[config.mk]
export PLATFORM = sky130hd
export DESIGN_NAME = backprop_unit
export DESIGN_NICKNAME = d
export VERILOG_FILES = /design/src/rtl/backprop_unit.sv
export SDC_FILE = /design/constraint.sdc
export NUM_CORES = 1
export LEC_CHECK = 0
export ABC_AREA = 1
export CAP_MARGIN = 0
export CELL_PAD_IN_SITES_DETAIL_PLACEMENT = 1
export CELL_PAD_IN_SITES_GLOBAL_PLACEMENT = 2
export CORE_MARGIN = 8
export CORE_UTILIZATION = 37
export CTS_CLUSTER_SIZE = 14
export DETAILED_ROUTE_END_ITERATION = 6
export GPL_ROUTABILITY_DRIVEN = 0
export GPL_TIMING_DRIVEN = 0
export PLACE_DENSITY_LB_ADDON = 0.1
export RECOVER_POWER = 25
export SYNTH_ARGS = -nofsm -noshare
export SYNTH_HDL_FRONTEND = slang
export SYNTH_SLANG_ARGS = --single-unit
[constraint.sdc]
create_clock -name clk_i -period 10.12 [get_ports clk_i]
set_input_delay 1.012 -clock clk_i [delete_from_list [all_inputs] [get_ports clk_i]]
set_output_delay 1.012 -clock clk_i [all_outputs]
set_load 0.005 [all_outputs]
[src/rtl/backprop_unit.sv]
// Backward-pass engine: updates 2 output and 8 hidden weights, one per cycle,
// from latched error, activations and input nibble.
module backprop_unit #(
   parameter int W_W      = 8,
   parameter int ERR_W    = 16,
   parameter int ACT_W    = 10,
   parameter int LR_SHIFT = 8,
   parameter int WO0_INIT = 5,
   parameter int WO1_INIT = 8,
   parameter logic [4*W_W-1:0] WH_INIT = {8'd4, 8'd3, 8'd2, 8'd1}
) (
   input  logic               clk_i,
   input  logic               rst_i,
   input  logic               en_i,
   input  logic               start_i,
   input  logic [ERR_W-1:0]   err_i,
   input  logic [ACT_W-1:0]   a0_i,
   input  logic [ACT_W-1:0]   a1_i,
   input  logic [3:0]         x_i,
   output logic               busy_o,
   output logic               done_o,
   output logic [W_W-1:0]     wo0_o,
   output logic [W_W-1:0]     wo1_o,
   output logic [8*W_W-1:0]   wh_o
);

   localparam logic [1:0] S_IDLE = 2'd0;
   localparam logic [1:0] S_OUT  = 2'd1;
   localparam logic [1:0] S_HID  = 2'd2;
   localparam logic [1:0] S_DONE = 2'd3;

   localparam int PW = ERR_W + ACT_W + 1;
   localparam int DW = ERR_W + W_W;
   localparam int CW = PW + 1;
   localparam logic signed [CW-1:0] MAXV = CW'((2 ** (W_W - 1)) - 1);
   localparam logic signed [CW-1:0] MINV = -MAXV - CW'(1);

   logic [1:0]              state_q, state_d;
   logic [2:0]              cnt_q, cnt_d;
   logic signed [ERR_W-1:0] err_q, err_d;
   logic [ACT_W-1:0]        a0_q, a0_d, a1_q, a1_d;
   logic [3:0]              x_q, x_d;
   logic signed [DW-1:0]    dh0_q, dh0_d, dh1_q, dh1_d;
   logic signed [W_W-1:0]   wo0_q, wo0_d, wo1_q, wo1_d;
   logic signed [W_W-1:0]   wh_q [8];
   logic signed [W_W-1:0]   wh_d [8];

   logic signed [ACT_W:0]   mul_b;
   logic signed [PW-1:0]    prod;
   logic signed [PW-1:0]    grad;
   logic signed [W_W-1:0]   wo_sel;
   logic signed [DW-1:0]    dprod;
   logic signed [DW-1:0]    dsel;
   logic signed [DW-1:0]    dsh;
   logic signed [CW-1:0]    wo_new;
   logic signed [CW-1:0]    wh_new;

   function automatic logic signed [W_W-1:0] sat(input logic signed [CW-1:0] v);
      if (v > MAXV) return MAXV[W_W-1:0];
      if (v < MINV) return MINV[W_W-1:0];
      return v[W_W-1:0];
   endfunction

   // The gradient multiplier is time-shared between the two output weights via k
   always_comb begin
      mul_b  = cnt_q[0] ? $signed({1'b0, a1_q}) : $signed({1'b0, a0_q});
      prod   = err_q * mul_b;
      grad   = prod >>> LR_SHIFT;
      wo_sel = cnt_q[0] ? wo1_q : wo0_q;
      dprod  = err_q * wo_sel;
      wo_new = CW'(wo_sel) - CW'(grad);
      dsel   = cnt_q[2] ? dh1_q : dh0_q;
      dsh    = dsel >>> LR_SHIFT;
      wh_new = CW'(wh_q[cnt_q]) - CW'(dsh);
   end

   always_comb begin
      state_d = state_q;
      cnt_d   = cnt_q;
      err_d   = err_q;
      a0_d    = a0_q;
      a1_d    = a1_q;
      x_d     = x_q;
      dh0_d   = dh0_q;
      dh1_d   = dh1_q;
      wo0_d   = wo0_q;
      wo1_d   = wo1_q;
      wh_d    = wh_q;
      if (en_i) begin
         unique case (state_q)
            S_IDLE: begin
               if (start_i) begin
                  err_d   = $signed(err_i);
                  a0_d    = a0_i;
                  a1_d    = a1_i;
                  x_d     = x_i;
                  cnt_d   = 3'd0;
                  state_d = S_OUT;
               end
            end
            S_OUT: begin
               if (cnt_q[0]) begin
                  dh1_d = dprod;
                  wo1_d = sat(wo_new);
               end else begin
                  dh0_d = dprod;
                  wo0_d = sat(wo_new);
               end
               if (cnt_q[0]) begin
                  cnt_d   = 3'd0;
                  state_d = S_HID;
               end else begin
                  cnt_d = cnt_q + 3'd1;
               end
            end
            S_HID: begin
               if (x_q[cnt_q[1:0]]) wh_d[cnt_q] = sat(wh_new);
               if (cnt_q == 3'd7) begin
                  cnt_d   = 3'd0;
                  state_d = S_DONE;
               end else begin
                  cnt_d = cnt_q + 3'd1;
               end
            end
            S_DONE: state_d = S_IDLE;
            default: state_d = S_IDLE;
         endcase
      end
   end

   always_ff @(posedge clk_i or negedge rst_i) begin
      if (!rst_i) begin
         state_q <= S_IDLE;
         cnt_q   <= '0;
         err_q   <= '0;
         a0_q    <= '0;
         a1_q    <= '0;
         x_q     <= '0;
         dh0_q   <= '0;
         dh1_q   <= '0;
         wo0_q   <= W_W'(WO0_INIT);
         wo1_q   <= W_W'(WO1_INIT);
         for (int i = 0; i < 8; i++) begin
            wh_q[i] <= WH_INIT[W_W*(i%4) +: W_W];
         end
      end else begin
         state_q <= state_d;
         cnt_q   <= cnt_d;
         err_q   <= err_d;
         a0_q    <= a0_d;
         a1_q    <= a1_d;
         x_q     <= x_d;
         dh0_q   <= dh0_d;
         dh1_q   <= dh1_d;
         wo0_q   <= wo0_d;
         wo1_q   <= wo1_d;
         for (int i = 0; i < 8; i++) begin
            wh_q[i] <= wh_d[i];
         end
      end
   end

   assign busy_o = (state_q != S_IDLE);
   assign done_o = (state_q == S_DONE);
   assign wo0_o  = wo0_q;
   assign wo1_o  = wo1_q;

   for (genvar g = 0; g < 8; g++) begin : g_wh
      assign wh_o[W_W*g +: W_W] = wh_q[g];
   end

endmodule

==> metrics.md, run 1 <==
| Metric | Value |
|---|---|
| Area grow syn2layout | `13.7%` |
| RSZ-0062 raised after global routing | `false` |
| Nets | `3079` |
| CP most frequent cell | `nand2_1` |
| Slew headroom | `-2.81` |
| Initial core utilization | `0.373` |
| Share of cells above drive strength 1 | `0.0655` |
| CTS H-tree depth | `4` |
| Hold endpoint | `dh1_q[17]` |
| Post-synth top area share | `0.253` |
| PortBufs | `125` |
| Post-CTS Hold Buffers | `0` |
| CP Max Fanout | `10` |
| Final Hold Vio Count | `0` |
| CTS tree | `built` |
| Fmax | `around 0.11 GHz` |
| Post-synth EDFFs | `0` |
| Final period util | `0.889` |
| Vias per inst | `~5` |
| Synth top cells by count | `690 x nand2_1, 428 x inv_1, 249 x nor2_1` |
| FP Rows | `84` |
| RR Startpoint | `cnt_q[0]` |
| Synthesized area per cell | `between 7 and 8 um2` |
| Boundary Pins | `126` |
| Setup TNS | `0 ns` |
| WL per Instance | `19.3 um` |
| Die area | `60500 um2` |
| Total CTS buffers | `17` |
| Hpwl dp | `~54000 um` |
| FF+latch count, synth | `157` |
| Yosys top cell by area | `fa_1` |
| Mapped cell area | `19600 um2` |
| Slowest stage delay, CP | `0.56 ns` |
| Antenna Cells | `0` |
| Drt total wl | `64400 um` |
| Finish-stage setup viols | `0` |
| Seq/Total Area, Yosys | `0.202` |
| Kind of critical path | `reg -> reg` |
| # Max-Cap Violations | `2` |
| Die width | `246 um` |
| Clk sinks | `around 160` |
| ANT nets after route | `0` |
| CTS resizes | `0` |
| R2r worst-path depth | `40` |
| R2r setup slk | `1.12 ns` |
| Skew-Pair Late Insertion Delay | `0.45 ns` |
| Synth Flop Type | `dfrtp_1` |
| Async set-reset flop share out of synthesis | `1.00` |
| Antenna violations before repair | `0` |
| Post-CTS Setup Bufs | `0` |
| Worst-margin pin slew | `5.71 ns` |
| Vias in the first global route | `18600` |
| Hold path start | `dh1_q[17]` |
| Reg clk slew, reported paths | `0.07 ns` |
| DRT Pass-1 Iters | `5` |
| Slew Limit Fails | `160` |
| Clk_skew | `0.0173 ns` |
| Initial drt markers | `roughly 700` |
| Startpoint types | `flip-flop` |
| Tot GR Track Use | `0.219` |
| Required @ worst endpoint | `10.46 ns` |
| Crit-path slowest cell | `fa_1` |
| Die H | `roughly 250 um` |
| Syn Nets | `2934` |
| Hold Path Class | `reg -> reg` |
| Critical path arrival | `9.34 ns` |
| Period minus WS final | `~9.0 ns` |
| Cells after DPL | `3314` |
| Gate Count Post-Synth | `2500` |
| Synth unique cells | `56` |
| Grt ovf | `0` |
| DR DRC count | `0` |
| Status | `finished, violations left` |
| R2r endpoint | `wo1_o[0]` |
| Longest Clk Path Bufs | `2` |
| Pin count of the biggest net entering global routing | `~110` |
| First-pass GRT wire length | `104000 um` |
| Failing checks | `max-capacitance violations, max-slew violations` |
| Synth area leaders | `fa_1 25%, dfrtp_1 18%, nand2_1 13%` |
| Fin cells | `3346` |
| Most frequent cell after synthesis | `nand2_1` |
| Core footprint | `about 52000 um2` |
| Worst Hold Depth | `2` |
| Vias | `16600` |
| Synth Warn # | `0` |
| Worst setup EP type | `flip-flop` |
| Clock root buffer | `clkbuf_16` |
[sequential cells by signal, indices dropped and copies added, names as in the netlist]
register and count:
state_q 2, cnt_q 3, wh_o 64, wo1_o 8, x_q 4, dh0_q 16, wo0_o 8, a1_q 10
a0_q 10, err_q 16, dh1_q 16
[layout make-up]
| class | instances | area (um2) |
|---|---|---|
| clock inverter | 14 | 138 |
| tap | 688 | 861 |
| clock buffer | 18 | 439 |
| sequential | 157 | 3950 |
| multi-input combinational | 1832 | 13700 |
| buffer | 66 | 275 |
| inverter | 445 | 1680 |
| timing repair buffer | 126 | 1250 |
| fill | 6474 | 30200 |
[how the worst max path moves through the flow]
| stage | to | startpoint |
|---|---|---|
| floorplan | wo0_o[1] | cnt_q[0] |
| CTS | wo1_o[0] | cnt_q[0] |
| global placement | wo1_o[0] | cnt_q[0] |
| global route | dh1_q[21] | rst_i |
| detailed placement | wo1_o[5] | cnt_q[0] |
| finish | wo1_o[0] | cnt_q[0] |
[through the flow]
step / setup WS, ns / area, um2 / hold slack (ns) / util
after floorplan: 3.13 / 19600 / 0.444 / -
after global placement: 1.13 / 21700 / 0.460 / 0.414
after detailed placement: 1.05 / 21700 / 0.469 / 0.414
after CTS: 1.02 / 22300 / 0.454 / 0.425
after global routing: 0.355 / 22300 / 0.500 / 0.424
final: 1.12 / 22300 / 0.480 / 0.424
[worst max-delay path, delay by kind of cell, from the launching register on]
kind | cells | cell delay, ns
adder cells (fa/ha/maj) | 7 | 3.41
AND/OR/NAND/NOR | 21 | 2.68
flip-flops | 1 | 0.37
AO/OA/AOI/OAI | 2 | 0.39
buffers and inverters | 9 | 1.87
XOR/XNOR | 1 | 0.17
[cell families (layout without fill, tap and decap cells)]
family | count (synthesis) | count (layout) | synth area share
AO/OA/AOI/OAI | 224 | 224 | 0.0666
adder cells (fa/ha/maj) | 390 | 390 | 0.344
XOR/XNOR | 54 | 54 | 0.0242
AND/OR/NAND/NOR | 1125 | 1125 | 0.243
buffers and inverters | 511 | 669 | 0.0996
multiplexers | 39 | 39 | 0.0214
flip-flops | 157 | 157 | 0.202
[cells in the final DEF, fill, tap and decap left out, types with 9 or more instances in the layout]
| cell type | netlist | routed |
|---|---|---|
| dfstp_2 | 13 | 13 |
| nand3_1 | 61 | 61 |
| o21ai_0 | 68 | 68 |
| nor2_1 | 249 | 249 |
| inv_1 | 428 | 428 |
| nand3b_1 | 10 | 10 |
| o21ai_1 | 9 | 9 |
| a21oi_1 | 88 | 88 |
| xnor2_1 | 26 | 26 |
| clkbuf_1 | 56 | 58 |
| clkbuf_16 | 0 | 17 |
| nand4_1 | 19 | 19 |
| mux2_2 | 23 | 23 |
| xor2_1 | 28 | 28 |
| mux2i_1 | 16 | 16 |
| nand2_4 | 10 | 10 |
| dfrtp_1 | 144 | 144 |
| nand2_2 | 20 | 20 |
| ha_1 | 143 | 143 |
| fa_1 | 247 | 247 |
| clkdlybuf4s50_1 | 0 | 124 |
| or2_2 | 27 | 27 |
| nand2_1 | 690 | 690 |
| nor3_1 | 13 | 13 |
| inv_2 | 10 | 10 |
[layer usage]
layer / track usage / vias to the layer above / share of wire / routed length, um
met3: 0.0193 / 82 / 0.024 / 1560
met1: 0.257 / 8382 / 0.41 / 26500
li1: - / 7934 / - / -
met5: 0 / - / 0 / 0
met4: 0.0740 / 0 / 0.030 / 1940
met2: 0.414 / 227 / 0.53 / 34400
Power of run 1 is not shown: default switching activity piles up to over one toggle a cycle in this logic, so the estimate is an artifact.
==> inputs of run 2 (changes only) <==
--- a/config.mk
+++ b/config.mk
@@ -10,11 +10,12 @@
 export CELL_PAD_IN_SITES_DETAIL_PLACEMENT = 1
 export CELL_PAD_IN_SITES_GLOBAL_PLACEMENT = 2
 export CORE_MARGIN = 8
-export CORE_UTILIZATION = 37
+export CORE_UTILIZATION = 35
 export CTS_CLUSTER_SIZE = 14
 export DETAILED_ROUTE_END_ITERATION = 6
 export GPL_ROUTABILITY_DRIVEN = 0
 export GPL_TIMING_DRIVEN = 0
+export HOLD_SLACK_MARGIN = 0.12
 export PLACE_DENSITY_LB_ADDON = 0.1
 export RECOVER_POWER = 25
 export SYNTH_ARGS = -nofsm -noshare
==> run 2 against run 1 <==
Effect of this change: the flow still finishes with violations (max-capacitance violations, max-slew violations); core utilization fell by 2.0 points; register-to-register slack is essentially flat; routed wire length grew 1.6%; critical path depth is the same; die area is 5.3% higher; clock skew rose by 0.0065 ns; critical path type unchanged; largest cell class unchanged.
==> metrics.md, run 2 (synthesized netlist as in run 1, its figures left out) <==
| Metric | Value |
|---|---|
| CP top delay family | `adder cells` |
| Status | `finished, violations left` |
| Initial core utilization | `0.355` |
| ANT nets after route | `0` |
| Die H | `253 um` |
| Setup TNS | `0 ns` |
| WL per Instance | `19.2 um` |
| DR DRC count | `0` |
| R2r setup slk | `1.13 ns` |
| Post-CTS Setup Bufs | `0` |
| Grt ovf | `0` |
| Share of cells above drive strength 1 | `0.0655` |
| Critical path arrival | `9.34 ns` |
| Slew Limit Fails | `160` |
| Period minus WS final | `8.99 ns` |
| Initial drt markers | `slightly above 700` |
| # Max-Cap Violations | `2` |
| Required @ worst endpoint | `around 10 ns` |
| Skew-Pair Late Insertion Delay | `0.45 ns` |
| Antenna Cells | `0` |
| Crit-path slowest cell | `clkbuf_1` |
| Reg clk slew, reported paths | `0.08 ns` |
| Kind of critical path | `reg -> reg` |
| Boundary Pins | `126` |
| Flip-flop and latch area | `around 3900 um2` |
| Antenna violations before repair | `0` |
| Final Hold Vio Count | `0` |
| Critical path origin | `cnt_q[0]` |
| First-pass GRT wire length | `105000 um` |
| FP Rows | `86` |
| Bufs and invs on worst path | `9` |
| Worst Hold Depth | `2` |
| Startpoint types | `flip-flop` |
| Fillers | `slightly below 7000` |
| Core footprint | `55200 um2` |
| Worst-margin pin slew | `~4.6 ns` |
| Nets | `3079` |
| Die area | `63800 um2` |
| Drt total wl | `65500 um` |
| Hold path start | `wo0_o[2]` |
| Most frequent cells in the layout | `690 x nand2_1, 428 x inv_1, 249 x nor2_1` |
| Tot GR Track Use | `0.211` |
| Post-CTS Hold Buffers | `0` |
| Most common cell after layout, fill and taps aside | `nand2_1` |
| RSZ-0062 raised after global routing | `false` |
| Longest Clk Path Bufs | `2` |
| Vias | `16600` |
| Worst setup EP type | `flip-flop` |
| Largest register FFs | `64` |
| Vias in the first global route | `18600` |
| Finish-stage setup viols | `0` |
| Multi-input gate area | `13700 um2` |
| Clk_skew | `0.0238 ns` |
| Vias per inst | `4.88` |
| Area grow syn2layout | `14.2%` |
| CP Max Fanout | `10` |
| CTS H-tree depth | `4` |
| R2r worst-path depth | `40` |
| PortBufs | `about 130` |
| Fmax | `0.111 GHz` |
| R2r endpoint | `wo1_o[0]` |
| Clock root buffer | `clkbuf_16` |
| CTS resizes | `0` |
| RR Startpoint | `cnt_q[0]` |
| Final period util | `0.888` |
| CTS tree | `built` |
| Pin count of the biggest net entering global routing | `85` |
| Hold endpoint | `wo0_o[2]` |
| Slew headroom | `-2.05` |
| Hpwl dp | `55100 um` |
| Total CTS buffers | `17` |
| DRT Pass-1 Iters | `5` |
| Failing checks | `max-capacitance violations, max-slew violations` |
| Clk sinks | `157` |
| CP most frequent cell | `nand2_1` |
| Slowest stage delay, CP | `0.63 ns` |
| Hold Path Class | `reg -> reg` |
| Die width | `253 um` |
## run 2: cell count changes in the layout (fill, tap and decap cells not counted)
| cell | previous run | this run |
|---|---|---|
| clkinv_8 | 1 | 4 |
| clkinvlp_4 | 2 | 0 |
| inv_6 | 7 | 5 |
| clkbuf_8 | 1 | 0 |
| clkinv_2 | 0 | 1 |
| clkinv_4 | 1 | 2 |
## run 2: metal layers
metal | share of wire | GRT usage | vias up
met2 | 0.53 | 0.402 | 210
met3 | 0.025 | 0.0199 | 63
li1 | - | - | 7923
met5 | 0 | 0 | -
met1 | 0.41 | 0.246 | 8412
met4 | 0.031 | 0.0679 | 0
## run 2: layout make-up
| type | instances | share of cell area |
|---|---|---|
| buffer | 66 | 0.0123 |
| clock buffer | 17 | 0.0190 |
| clock inverter | 15 | 0.00750 |
| inverter | 445 | 0.0749 |
| multi-input combinational | 1832 | 0.612 |
| sequential | 157 | 0.176 |
| tap | 748 | 0.0419 |
| timing repair buffer | 126 | 0.0559 |
## run 2: per-stage QoR
step | cell area (um2) | hold WS, ns | worst slack [ns] | std cells | utilization
floorplan | 19600 | 0.444 | 3.13 | 2500 | -
global placement | 21800 | 0.460 | 1.13 | 3373 | 0.394
detailed placement | 21800 | 0.467 | 1.02 | 3374 | 0.395
CTS | 22400 | 0.486 | 0.989 | 3406 | 0.406
global route | 22400 | 0.501 | 0.437 | 3406 | 0.405
finish | 22400 | 0.480 | 1.13 | 3406 | 0.405
## run 2: how the worst max path moves through the flow
stage                           to  slack (ns)  depth (start not counted)
after floorplan           wo0_o[1]        3.13                         40
final                     wo1_o[0]        1.13                         40
after global placement    wo1_o[0]        1.13                         37
after CTS                 wo0_o[5]        0.99                         37
after global routing      wo0_o[5]        0.44                         37
after detailed placement  wo1_o[0]        1.02                         37
## run 2: worst min-delay path, delay by kind of cell, from the launching register on
kind             cells  cell delay [ns]
AND/OR/NAND/NOR      2             0.11
flip-flops           1             0.38
Power of run 2 is left out for the same reason.
==> inputs of run 3 (changes only) <==
--- a/config.mk
+++ b/config.mk
@@ -6,11 +6,13 @@
 export NUM_CORES = 1
 export LEC_CHECK = 0
 export ABC_AREA = 1
+export ABC_CLOCK_PERIOD_IN_PS = 10120
 export CAP_MARGIN = 0
 export CELL_PAD_IN_SITES_DETAIL_PLACEMENT = 1
 export CELL_PAD_IN_SITES_GLOBAL_PLACEMENT = 2
 export CORE_MARGIN = 8
 export CORE_UTILIZATION = 35
+export CTS_BUF_LIST = sky130_fd_sc_hd__clkbuf_4 sky130_fd_sc_hd__clkbuf_8
 export CTS_CLUSTER_SIZE = 14
 export DETAILED_ROUTE_END_ITERATION = 6
 export GPL_ROUTABILITY_DRIVEN = 0
==> run 3 against run 2 <==
Effect of this change: sequential cell count unchanged; first-iteration DRC count is 1.1% lower; die area is the same; register-to-register slack barely moved; the run still ends with max-capacitance violations, max-slew violations left; fmax is essentially flat; clock skew increased by 0.0051 ns; final area down 0.85%.
==> metrics.md, run 3 (synthesized netlist as in run 1, its figures left out) <==
| Metric | Value |
|---|---|
| Finish-stage setup viols | `0` |
| Hpwl dp | `55100 um` |
| Die H | `253 um` |
| Vias | `~17000` |
| Most common cell after layout, fill and taps aside | `nand2_1` |
| Status | `finished, violations left` |
| Bufs and invs on worst path | `9` |
| Slew headroom | `-1.99` |
| Multi-input gate area | `13700 um2` |
| CTS resizes | `0` |
| Final Hold Vio Count | `0` |
| Slowest stage delay, CP | `approximately 0.64 ns` |
| Met2 usage | `0.401` |
| GR Util met3 | `0.0195` |
| Pin count of the biggest net entering global routing | `85` |
| Initial drt markers | `between 600 and 700` |
| Drt total wl | `65300 um` |
| Die area | `63800 um2` |
| CP Max Fanout | `10` |
| GR peak layer | `met2` |
| Hold Path Class | `reg -> reg` |
| Tot GR Track Use | `0.211` |
| Worst setup EP type | `flip-flop` |
| CP most frequent cell | `nand2_1` |
| Startpoint types | `flip-flop` |
| Flip-flop and latch area | `3950 um2` |
| Post-CTS Setup Bufs | `0` |
| Total CTS buffers | `17` |
| DRT Pass-1 Iters | `7` |
| CTS H-tree depth | `4` |
| Clock root buffer | `clkbuf_8` |
| M1 GR Usage | `0.246` |
| Core footprint | `55200 um2` |
| DR DRC count | `0` |
| First-pass GRT wire length | `~100000 um` |
| Die width | `about 250 um` |
| Longest Clk Path Bufs | `2` |
| ANT nets after route | `0` |
| Fin cells | `approximately 3400` |
| CTS tree | `built` |
| Slew Limit Fails | `between 150 and 200` |
| CP top delay family | `adder cells` |
| Setup TNS | `0 ns` |
| Clk sinks | `157` |
| WL per Instance | `19.2 um` |
| FP Rows | `86` |
| Clk_skew | `0.0289 ns` |
| Area grow syn2layout | `13.2%` |
| Final period util | `0.889` |
| Vias per inst | `4.87` |
| Failing checks | `max-capacitance violations, max-slew violations` |
| Critical path arrival | `between 9 and 10 ns` |
| Initial core utilization | `0.355` |
| Fillers | `6758` |
| Cells after DPL | `3374` |
| Required @ worst endpoint | `~11 ns` |
| Largest register FFs | `64` |
| RSZ-0062 raised after global routing | `false` |
| Crit-path slowest cell | `clkbuf_1` |
| Nets | `3079` |
| Skew-Pair Late Insertion Delay | `0.49 ns` |
| # Max-Cap Violations | `2` |
| Most frequent cells in the layout | `690 x nand2_1, 428 x inv_1, 249 x nor2_1` |
| Reg clk slew, reported paths | `0.11 ns` |
| Fmax | `0.111 GHz` |
| Period minus WS final | `8.99 ns` |
| Grt ovf | `0` |
| Vias in the first global route | `18500` |
| PortBufs | `125` |
| Kind of critical path | `reg -> reg` |
| Share of cells above drive strength 1 | `0.0655` |
| Worst-margin pin slew | `approximately 4.5 ns` |
| Post-CTS Hold Buffers | `0` |
| Boundary Pins | `126` |
| Antenna violations before repair | `1` |
==> run 3: per-layer routing <==
layer  vias to the layer above  part of all wire
met5                         -                 0
met4                         0             0.030
met3                        60             0.027
met2                       223              0.54
met1                      8399              0.41
li1                       7926                 -
==> run 3: worst paths after layout <==
kind	cells after the start	slack [ns]	startpoint	to
max	40	1.13	cnt_q[0]	wo1_o[0]
min	2	0.48	wo0_o[2]	wo0_o[2]
max reg2reg	40	1.13	cnt_q[0]	wo1_o[0]
min reg2reg	2	0.48	wo0_o[2]	wo0_o[2]
max in group asynchronous	2	2.36	rst_i	dh0_q[21]
min in group asynchronous	1	1.95	rst_i	wh_o[33]
==> run 3: per-stage QoR <==
stage | instance area (um2) | worst slack, ns | hold slack, ns | utilization
after detailed placement | 21800 | 1.02 | 0.467 | 0.395
final | 22200 | 1.13 | 0.484 | 0.402
after global routing | 22200 | 0.433 | 0.507 | 0.402
after CTS | 22200 | 0.988 | 0.449 | 0.402
after global placement | 21800 | 1.13 | 0.460 | 0.394
after floorplan | 19600 | 3.13 | 0.444 | -
==> run 3: cell type report <==
type,instances,area share
Sequential cell,157,0.178
Multi-Input combinational cell,1832,0.617
Tap cell,748,0.0422
Antenna cell,1,0.000113
Clock inverter,15,0.00756
Clock buffer,17,0.0106
Inverter,445,0.0756
Buffer,66,0.0124
Timing Repair Buffer,126,0.0563
==> run 3: worst reg2reg max path, delay by kind of cell (launching register included) <==
kind	cells	cell delay (ns)
AO/OA/AOI/OAI	2	0.39
AND/OR/NAND/NOR	21	2.85
adder cells (fa/ha/maj)	7	3.34
buffers and inverters	9	1.77
flip-flops	1	0.41
XOR/XNOR	1	0.15
Power of run 3 is left out for the same reason.
